<file path="config.mk">
export PLATFORM = sky130hd
export DESIGN_NAME = tcu_uop_sequencer
export DESIGN_NICKNAME = d
export VERILOG_FILES = /design/src/rtl/tcu_uop_sequencer_pkg.sv /design/src/rtl/tcu_step_counter.sv /design/src/rtl/tcu_uop_sequencer.sv
export SDC_FILE = /design/constraint.sdc
export NUM_CORES = 1
export LEC_CHECK = 0
export ABC_AREA = 1
export CORE_MARGIN = 4
export CORE_UTILIZATION = 35
export CTS_CLUSTER_DIAMETER = 40
export DETAILED_ROUTE_END_ITERATION = 16
export HOLD_SLACK_MARGIN = 0.03
export PLACE_DENSITY = 0.75
export SLEW_MARGIN = 10
export SYNTH_ARGS = -nofsm -noshare
export SYNTH_HDL_FRONTEND = slang
export SYNTH_SLANG_ARGS = --single-unit
</file>
<file path="constraint.sdc">
create_clock -name clk -period 1.55 [get_ports clk]
set_input_delay 0.155 -clock clk [delete_from_list [all_inputs] [get_ports clk]]
set_output_delay 0.155 -clock clk [all_outputs]
set_load 0.01 [all_outputs]
</file>
<file path="src/rtl/tcu_uop_sequencer_pkg.sv">
// ============================================================================
// Module   : tcu_uop_sequencer_pkg
// Brief    : Shared TCU constants, op encodings and the uop record type.
// Revision : 1.0 - initial release
// ============================================================================
`default_nettype none

package tcu_uop_sequencer_pkg;

    localparam int TCU_M_STEPS = 2;
    localparam int TCU_N_STEPS = 4;
    localparam int TCU_K_STEPS = 4;

    localparam int TCU_RA    = 0;
    localparam int TCU_RB    = 8;
    localparam int TCU_RC    = 24;
    localparam int TCU_REG_W = 5;

    typedef enum logic [1:0] {
        TCU_OP_WMMA         = 2'd0,
        TCU_OP_SP_WMMA      = 2'd1,
        TCU_OP_SP_MV_FORMAT = 2'd2,
        TCU_OP_RSVD         = 2'd3
    } tcu_op_e;

    // Step index width; a single-step dimension still gets one bit.
    function automatic int tcu_clog2_min1(input int value);
        int w;
        w = $clog2(value);
        return (w < 1) ? 1 : w;
    endfunction

    localparam int TCU_STEP_M_W = tcu_clog2_min1(TCU_M_STEPS);
    localparam int TCU_STEP_N_W = tcu_clog2_min1(TCU_N_STEPS);
    localparam int TCU_STEP_K_W = tcu_clog2_min1(TCU_K_STEPS);

    typedef struct packed {
        logic [TCU_STEP_M_W-1:0] step_m;
        logic [TCU_STEP_N_W-1:0] step_n;
        logic [TCU_STEP_K_W-1:0] step_k;
        logic [TCU_REG_W-1:0]    ra;
        logic [TCU_REG_W-1:0]    rb;
        logic [TCU_REG_W-1:0]    rc;
        logic                    meta_sel;
        logic                    last;
    } tcu_uop_t;

endpackage

`default_nettype wire

</file>
<file path="src/rtl/tcu_step_counter.sv">
// ============================================================================
// Module   : tcu_step_counter
// Brief    : Three-level nested wrap counter (n inner, m middle, k outer).
// Revision : 1.0 - initial release
// ============================================================================
`default_nettype none

module tcu_step_counter
    import tcu_uop_sequencer_pkg::*;
#(
    parameter int M_STEPS = TCU_M_STEPS,
    parameter int N_STEPS = TCU_N_STEPS,
    parameter int K_STEPS = TCU_K_STEPS,
    parameter int MW      = tcu_clog2_min1(M_STEPS),
    parameter int NW      = tcu_clog2_min1(N_STEPS),
    parameter int KW      = tcu_clog2_min1(K_STEPS)
) (
    input  logic          clk,
    input  logic          reset,
    input  logic          clr,
    input  logic          en,
    output logic [MW-1:0] step_m,
    output logic [NW-1:0] step_n,
    output logic [KW-1:0] step_k,
    output logic [MW-1:0] next_m,
    output logic [NW-1:0] next_n,
    output logic [KW-1:0] next_k,
    output logic          last_next
);

    localparam logic [MW-1:0] M_MAX = MW'(M_STEPS - 1);
    localparam logic [NW-1:0] N_MAX = NW'(N_STEPS - 1);
    localparam logic [KW-1:0] K_MAX = KW'(K_STEPS - 1);

    logic [MW-1:0] m_q, m_d;
    logic [NW-1:0] n_q, n_d;
    logic [KW-1:0] k_q, k_d;

    always_comb begin
        m_d = m_q;
        n_d = n_q;
        k_d = k_q;
        if (clr) begin
            m_d = '0;
            n_d = '0;
            k_d = '0;
        end else if (en) begin
            if (n_q == N_MAX) begin
                n_d = '0;
                if (m_q == M_MAX) begin
                    m_d = '0;
                    k_d = (k_q == K_MAX) ? '0 : k_q + 1'b1;
                end else begin
                    m_d = m_q + 1'b1;
                end
            end else begin
                n_d = n_q + 1'b1;
            end
        end
    end

    always_ff @(posedge clk) begin
        if (reset) begin
            m_q <= '0;
            n_q <= '0;
            k_q <= '0;
        end else begin
            m_q <= m_d;
            n_q <= n_d;
            k_q <= k_d;
        end
    end

    assign step_m    = m_q;
    assign step_n    = n_q;
    assign step_k    = k_q;
    assign next_m    = m_d;
    assign next_n    = n_d;
    assign next_k    = k_d;
    assign last_next = (m_d == M_MAX) && (n_d == N_MAX) && (k_d == K_MAX);

endmodule

`default_nettype wire

</file>
<file path="src/rtl/tcu_uop_sequencer.sv">
// ============================================================================
// Module   : tcu_uop_sequencer
// Brief    : Expands one TCU instruction into its ordered micro-op stream.
// Revision : 1.0 - initial release
// ============================================================================
`default_nettype none

module tcu_uop_sequencer
    import tcu_uop_sequencer_pkg::*;
#(
    parameter int M_STEPS = TCU_M_STEPS,
    parameter int N_STEPS = TCU_N_STEPS,
    parameter int K_STEPS = TCU_K_STEPS,
    parameter int RA      = TCU_RA,
    parameter int RB      = TCU_RB,
    parameter int RC      = TCU_RC,
    parameter int TAG_W   = 16
) (
    input  logic                              clk,
    input  logic                              reset,
    input  logic                              in_valid,
    output logic                              in_ready,
    input  logic [1:0]                        in_op,
    input  logic [3:0]                        in_fmt_s,
    input  logic [3:0]                        in_fmt_d,
    input  logic [TAG_W-1:0]                  in_tag,
    output logic                              out_valid,
    input  logic                              out_ready,
    output logic [1:0]                        out_op,
    output logic [3:0]                        out_fmt_s,
    output logic [3:0]                        out_fmt_d,
    output logic [TAG_W-1:0]                  out_tag,
    output logic [tcu_clog2_min1(M_STEPS)-1:0] out_step_m,
    output logic [tcu_clog2_min1(N_STEPS)-1:0] out_step_n,
    output logic [tcu_clog2_min1(K_STEPS)-1:0] out_step_k,
    output logic [4:0]                        out_ra,
    output logic [4:0]                        out_rb,
    output logic [4:0]                        out_rc,
    output logic                              out_meta_sel,
    output logic                              out_last,
    output logic                              err
);

    localparam int MW = tcu_clog2_min1(M_STEPS);
    localparam int NW = tcu_clog2_min1(N_STEPS);
    localparam int KW = tcu_clog2_min1(K_STEPS);

    typedef enum logic [0:0] {
        ST_IDLE  = 1'b0,
        ST_ISSUE = 1'b1
    } state_e;

    state_e             state_q, state_d;
    logic               in_ready_q, in_ready_d;
    logic               out_valid_q, out_valid_d;
    logic [1:0]         op_q, op_d;
    logic [3:0]         fmt_s_q, fmt_s_d;
    logic [3:0]         fmt_d_q, fmt_d_d;
    logic [TAG_W-1:0]   tag_q, tag_d;
    logic [4:0]         ra_q, ra_d;
    logic [4:0]         rb_q, rb_d;
    logic [4:0]         rc_q, rc_d;
    logic               meta_q, meta_d;
    logic               last_q, last_d;
    logic               err_q, err_d;

    logic               cnt_clr, cnt_en, load;
    logic [1:0]         fop;
    logic [MW-1:0]      nxt_m;
    logic [NW-1:0]      nxt_n;
    logic [KW-1:0]      nxt_k;
    logic               cnt_last_next;
    logic [31:0]        ra_full, rb_full, rc_full;
    logic               meta_next;

    tcu_step_counter #(
        .M_STEPS (M_STEPS),
        .N_STEPS (N_STEPS),
        .K_STEPS (K_STEPS),
        .MW      (MW),
        .NW      (NW),
        .KW      (KW)
    ) u_step_counter (
        .clk       (clk),
        .reset     (reset),
        .clr       (cnt_clr),
        .en        (cnt_en),
        .step_m    (out_step_m),
        .step_n    (out_step_n),
        .step_k    (out_step_k),
        .next_m    (nxt_m),
        .next_n    (nxt_n),
        .next_k    (nxt_k),
        .last_next (cnt_last_next)
    );

    // Fields are built from the counter's next value so they land in flops
    // alongside the step indices.
    assign fop = (state_q == ST_IDLE) ? in_op : op_q;

    always_comb begin
        ra_full   = 32'(RA) + 32'(nxt_m) * 32'(K_STEPS) + 32'(nxt_k);
        rb_full   = 32'(RB) + 32'(nxt_n) * 32'(K_STEPS) + 32'(nxt_k);
        rc_full   = 32'(RC) + 32'(nxt_m) * 32'(N_STEPS) + 32'(nxt_n);
        meta_next = 1'b0;
        case (fop)
            TCU_OP_SP_WMMA: begin
                ra_full   = 32'(RA) + 32'(nxt_m) * 32'(K_STEPS / 2) + (32'(nxt_k) >> 1);
                meta_next = nxt_k[0];
            end
            TCU_OP_SP_MV_FORMAT: begin
                ra_full = 32'(RA);
                rb_full = 32'(RB);
                rc_full = 32'(RC);
            end
            default: ;
        endcase
    end

    always_comb begin
        state_d     = state_q;
        in_ready_d  = in_ready_q;
        out_valid_d = out_valid_q;
        op_d        = op_q;
        fmt_s_d     = fmt_s_q;
        fmt_d_d     = fmt_d_q;
        tag_d       = tag_q;
        ra_d        = ra_q;
        rb_d        = rb_q;
        rc_d        = rc_q;
        meta_d      = meta_q;
        last_d      = last_q;
        err_d       = 1'b0;
        cnt_clr     = 1'b0;
        cnt_en      = 1'b0;
        load        = 1'b0;

        case (state_q)
            ST_IDLE: begin
                if (in_valid) begin
                    if (in_op == TCU_OP_RSVD) begin
                        err_d = 1'b1;
                    end else begin
                        op_d        = in_op;
                        fmt_s_d     = in_fmt_s;
                        fmt_d_d     = in_fmt_d;
                        tag_d       = in_tag;
                        cnt_clr     = 1'b1;
                        load        = 1'b1;
                        state_d     = ST_ISSUE;
                        in_ready_d  = 1'b0;
                        out_valid_d = 1'b1;
                    end
                end
            end
            ST_ISSUE: begin
                if (out_ready) begin
                    if (last_q) begin
                        state_d     = ST_IDLE;
                        in_ready_d  = 1'b1;
                        out_valid_d = 1'b0;
                        last_d      = 1'b0;
                    end else begin
                        cnt_en = 1'b1;
                        load   = 1'b1;
                    end
                end
            end
            default: state_d = ST_IDLE;
        endcase

        if (load) begin
            ra_d   = ra_full[4:0];
            rb_d   = rb_full[4:0];
            rc_d   = rc_full[4:0];
            meta_d = meta_next;
            last_d = (fop == TCU_OP_SP_MV_FORMAT) || cnt_last_next;
        end
    end

    always_ff @(posedge clk) begin
        if (reset) begin
            state_q     <= ST_IDLE;
            in_ready_q  <= 1'b1;
            out_valid_q <= 1'b0;
            op_q        <= '0;
            fmt_s_q     <= '0;
            fmt_d_q     <= '0;
            tag_q       <= '0;
            ra_q        <= '0;
            rb_q        <= '0;
            rc_q        <= '0;
            meta_q      <= 1'b0;
            last_q      <= 1'b0;
            err_q       <= 1'b0;
        end else begin
            state_q     <= state_d;
            in_ready_q  <= in_ready_d;
            out_valid_q <= out_valid_d;
            op_q        <= op_d;
            fmt_s_q     <= fmt_s_d;
            fmt_d_q     <= fmt_d_d;
            tag_q       <= tag_d;
            ra_q        <= ra_d;
            rb_q        <= rb_d;
            rc_q        <= rc_d;
            meta_q      <= meta_d;
            last_q      <= last_d;
            err_q       <= err_d;
        end
    end

    a_reg_index_range: assert property (@(posedge clk) disable iff (reset)
        load |-> (ra_full < 32 && rb_full < 32 && rc_full < 32));

    assign in_ready     = in_ready_q;
    assign out_valid    = out_valid_q;
    assign out_op       = op_q;
    assign out_fmt_s    = fmt_s_q;
    assign out_fmt_d    = fmt_d_q;
    assign out_tag      = tag_q;
    assign out_ra       = ra_q;
    assign out_rb       = rb_q;
    assign out_rc       = rc_q;
    assign out_meta_sel = meta_q;
    assign out_last     = last_q;
    assign err          = err_q;

endmodule

`default_nettype wire

</file>
[Word-level counts from Yosys, hierarchy flattened]
Index checks and enable logic that the tools add are counted.
Cells by class
  multipliers: 0
  $add $sub $neg: 9
  shifts and indexed selects: 0
  equal/unequal tests: 11
  magnitude comparators: 0
  bitwise operators: 3
  divide/modulo/power cells: 0
  reductions and logical operators: 9
  muxes and demuxes: 40
Operators with widths (count)
  $mux W1: 24
  $mux W2: 9
  $eq A2 B2 Y1 const B: 6
  $add A5 B2 Y5: 2
  $mux W5: 2
  $pmux W1 S2: 4
  $pmux W4 S2: 1
  $ne A2 B2 Y1 const B: 3
  $add A4 B4 Y5 const A: 1
  $add A5 B3 Y5 const A: 1
  $add A2 B1 Y2 const B: 2
  $add A3 B2 Y4: 1
  $reduce_and A4 Y1: 1
  $reduce_bool A2 Y1: 2
  $add A2 B1 Y3: 1
  $not A1 Y1: 3
  $reduce_and A3 Y1: 1
  $reduce_or A3 Y1: 1
  $eq A2 B1 Y1 const B: 1
  $logic_and A1 B1 Y1: 2
  $ne A2 B1 Y1 const B: 1
  $reduce_and A2 Y1: 1
  $add A1 B1 Y1 const B: 1
  $logic_or A1 B1 Y1: 1
Storage, ports and cells
  register bits after elaboration: 52
  bits in writable memories: 0
  latch bits: 0
  logic and storage cells: 88
  memory bits (read-only): 0
  output and inout port bits: 51
  memories: 0

[Depth between registers and ports, before layout]
Gate-level depths: netlist of the first run.
  depth after elaboration: 10
  mapped depth: 11

[By module]
Synthesis of the first run repeated with hierarchy kept, for this count alone.
Second synthesis, totals
  cell total of the unflattened synthesis: 275
  area total of the unflattened synthesis: 2045.7 µm²
Modules (own cells, without submodules)
  tcu_uop_sequencer: sequential area each 840.8 µm², area an instance 1745.4 µm², cells an instance 228, instances 1
  tcu_step_counter: sequential area each 100.1 µm², area an instance 300.3 µm², cells an instance 47, instances 1

[Least setup slack after synthesis of the first run]
Ideal clock, no wire load.
  kind: register -> register
  start point: register state_q
  end point: register ra_q[1] (netlist: out_ra[1])
  buffers on the path: 1
  data arrival time: 1.390 ns
  setup time: 0.069 ns
  period minus slack after synthesis: 1.459 ns
  stages on the path, launching flop included: 10
  slack: 0.091 ns
  data required time: 1.481 ns
  path through: dfxtp_1 buf_6 o21ai_0 inv_1 ha_1 nor2_1 nand3_2 nor2_1 a31oi_1 o21ai_1
On the way
  longest elaborated chain between the ends: 5
  elaborated cells between the ends (all ways): 14
  those cells by class: 2 x add/sub; 2 x eq/ne; 9 x mux; 1 x bitwise
Ends and longest elaborated chain
  start: declaration: line tcu_uop_sequencer.sv:53  | state_e state_q, state_d;
  start signal: assignment: line tcu_uop_sequencer.sv:197  | state_q <= state_d;
  $mux W1: line tcu_uop_sequencer.sv:138  | case (state_q)
  $mux W2 / $mux W1 (equally long branches): line tcu_step_counter.sv:47  | end else if (en) begin
  $mux W2 / $mux W1 (equally long branches): line tcu_step_counter.sv:43  | if (clr) begin
  $add A3 B2 Y4 / $add A2 B1 Y3 (equally long branches): line tcu_uop_sequencer.sv:102, tcu_uop_sequencer.sv:108
  $pmux W4 S2: line tcu_uop_sequencer.sv:106  | case (fop)
  end signal: assignment: line tcu_uop_sequencer.sv:204  | ra_q <= ra_d;
  end: declaration: line tcu_uop_sequencer.sv:60  | logic [4:0] ra_q, ra_d;
Parallel ways exist; a longest one is shown, timed or not.
A chain may end at the register's enable or synchronous reset.

[Worst setup path after layout of the first run]
  start point: register last_q (netlist: out_last)
  end point: output port out_last
RTL lines
  start: declaration: line tcu_uop_sequencer.sv:64  | logic last_q, last_d;
  start signal: assignment: line tcu_uop_sequencer.sv:208  | last_q <= last_d;
  end: declaration: line tcu_uop_sequencer.sv:40  | output logic out_last,
No word-level cell between the ends.

==> results_dict.tcl, run 1 <==
set metrics [dict create \
    antennaDiodeCount 0 \
    hpwl_um 3660 \
    synth_flop_cell "dfxtp_1" \
    vias_per_cell 4.55 \
    pre_cts_slack_ns -0.200 \
    worst_slack_ns 0.0855 \
    postRouteAntennaNets 0 \
    outcome "completed" \
    core_area_sq_um 5470 \
    num_rows 27 \
    reg2reg_from "state_q" \
    initial_core_util_pct 35.9 \
    cp_max_fo 4 \
    clock-sinks 47 \
    fin_crit_ns 1.46 \
    hold_viol 0 \
    finalSetupViolCount 0 \
    final_area_sq_um 2950 \
    final_cell_mix "clkdlybuf4s50_1 (78), nor2_1 (60), dfxtp_1 (43), o21ai_0 (34), nand2_1 (25)" \
    tns_ns 0 \
    grt_pass1_vias 1788 \
    final_core_util_pct 53.8 \
    htree_levels 2 \
    critPathRequiredTime_ns 1.39 \
    synth_edf_count 0 \
    r2r_cells 8 \
    final_nets 367 \
    start_kind "register" \
    cts-root-buf "clkbuf_8" \
    crit_end "out_last" \
    track_usage_pct 14.7 \
    fin_total_pwr_mw 2.67 \
    syn_avg_cell_area_sq_um 7.83 \
    synthesis.area_sq_um 1960 \
    clk_latency_ns 0.29 \
    vdd_drop_max_mv 0.487 \
    grt-ovfl-total 0 \
    cts_tree "done" \
    rr_endpoint "out_ra[1]" \
    ctsHoldBuffers 0 \
    path_delay_family "buffers and inverters" \
    syn2layout_area_growth_pct 50.0 \
    synth_seq_cells 47 \
    drtIter0Drc 48 \
    clock_skew_ns 0.00897 \
    dieHeight_um 82.9 \
    antenna_found_initial 0 \
    io_pins 81 \
    arrival_ns 1.31 \
    cp_slowest_cell "clkdlybuf4s50_1" \
    cpPeakStageDelay_ns 0.59 \
    syn_inst 251 \
    crit_type "reg2out" \
    drv.max_cap_violation_count 0 \
    hold_class "reg2reg" \
    final_cell_count_no_fill 405 \
    power_density_nw_per_um2 905 \
    mostFrequentLayoutCell "clkdlybuf4s50_1" \
    drc 0 \
    dp_cells 397 \
    fmax_ghz 0.683 \
    path_clk_slew_ns 0.09 \
    critical_path.startpoint "out_last" \
    rsz0062_at_grt "yes" \
    ys_async_sr_fraction_pct 0 \
    numCtsBuffers 5 \
    firstDrtPassIters 4 \
    leakage_nw 1.20 \
    cp-end-kind "output port" \
    crit_chain "clkdlybuf4s50_1" \
    grt_start_max_net_pins 39 \
    ys_types 30 \
    wl_per_cell_um 12.3 \
    r2r_slack_ns 0.09 \
    yosys_warnings 0 \
    clk_path_buf_depth 2 \
    wl_um 4980 \
    place_congestion 0.782 \
    fp.dieW_um 82.9 \
    die_area_sq_um 6870 \
    portBuffers 78 \
    slew_violations 0 \
    ys_seq_area_share_pct 47.9 \
    drive_gt1_share_pct 11.1 \
    num_vias 1842 \
    timing.final.crit_share_pct 94.5 \
    path_buf_inv 1 \
    place_area_sq_um 2830 \
    hold-worst-slack_ns 0.469 \
    grt_pass1_wl_um 8280 \
    cp.depth 1 \
]
==> how the worst min path moves through the flow <==
stage                         start                    end  slack (ns)  depth (start not counted)
after global placement    out_valid              out_valid        0.45                          2
after global routing      in_tag[3]             out_tag[3]        0.46                          3
after detailed placement  out_valid              out_valid        0.46                          2
after CTS                 in_tag[3]             out_tag[3]        0.46                          3
after floorplan               reset  u_step_counter.step_m        0.24                          1
final                     out_valid              out_valid        0.47                          2
==> repair_timing <==
| item | 4_1_cts | 5_1_grt |
|---|---|---|
| endpoints found under the setup margin | 1 | 8 |
| gates resized for setup | 1 | 6 |
| endpoints found under the hold margin | 0 | 0 |
| setup buffers | 0 | 1 |
| pin swaps | 0 | 2 |
==> metal layers <==
layer  global-route usage [%]  up-vias  part of all wire (%)
met4                     3.57        0                  0.84
met5                        0        -                     0
met2                     24.3       52                    47
met1                     18.0      832                    46
met3                     5.46        4                   6.3
li1                         -      954                     -
==> sequential cells by signal, summed over array words and instances, names as in the netlist, 2 cells and up <==
register	flops
out_fmt_d	4
out_fmt_s	4
out_op	2
out_ra	3
out_rb	4
out_rc	3
out_tag	16
u_step_counter.step_k	2
u_step_counter.step_n	2
==> cell type report <==
| type | count | area [sq um] |
|---|---|---|
| Clock buffer | 6 | 82.6 |
| Clock inverter | 1 | 5.00 |
| Fill cell | 537 | 2530 |
| Inverter | 21 | 93.8 |
| Multi-Input combinational cell | 167 | 826 |
| Sequential cell | 47 | 946 |
| Tap cell | 72 | 90.1 |
| Timing Repair Buffer | 91 | 903 |
==> tightest hold or removal path, cell delays in order (launching register included) <==
cell	delay [ns]
dfxtp_1	0.32
nand2_1	0.06
a21oi_1	0.05
==> report_power, final <==
| group | total [mW] | switching, mW | internal, mW |
|---|---|---|---|
| clock network | 0.732 | 0.382 | 0.350 |
| logic | 0.601 | 0.283 | 0.318 |
| registers | 1.33 | 0.0466 | 1.29 |
==> cell families (layout without fill, tap and decap cells) <==
group / count (synthesis) / after routing / share of synthesized area (%)
xor+xnor: 1 / 1 / 0.446
buf+inv: 38 / 119 / 10.4
fa+ha+maj: 4 / 4 / 2.55
flops: 47 / 47 / 47.9
other cells: 1 / 2 / 0.191
simple gates: 112 / 112 / 26.1
compound gates: 48 / 48 / 12.4
==> Yosys cell counts, drive strengths merged (2+ instances only) <==
cell / instances / area share, %
a21oi: 9 / 2.3
buf: 10 / 4.3
clkbuf: 7 / 1.3
dfxtp: 47 / 48
ha: 4 / 2.5
inv: 21 / 4.8
nand2: 28 / 6.0
nand3: 16 / 5.0
nand4: 2 / 0.64
nor2: 64 / 14
nor3: 2 / 0.51
o21ai: 37 / 9.4
Power figures use the tool's default switching activity.
==> inputs of run 2 (changes only) <==
--- a/config.mk
+++ b/config.mk
@@ -10,6 +10,7 @@
 export CORE_UTILIZATION = 35
 export CTS_CLUSTER_DIAMETER = 40
 export DETAILED_ROUTE_END_ITERATION = 16
+export GPL_ROUTABILITY_DRIVEN = 0
 export HOLD_SLACK_MARGIN = 0.03
 export PLACE_DENSITY = 0.75
 export SLEW_MARGIN = 10
==> results of run 2 <==
Same layout as run 1: the final DEF is identical, and so are final timing and power.
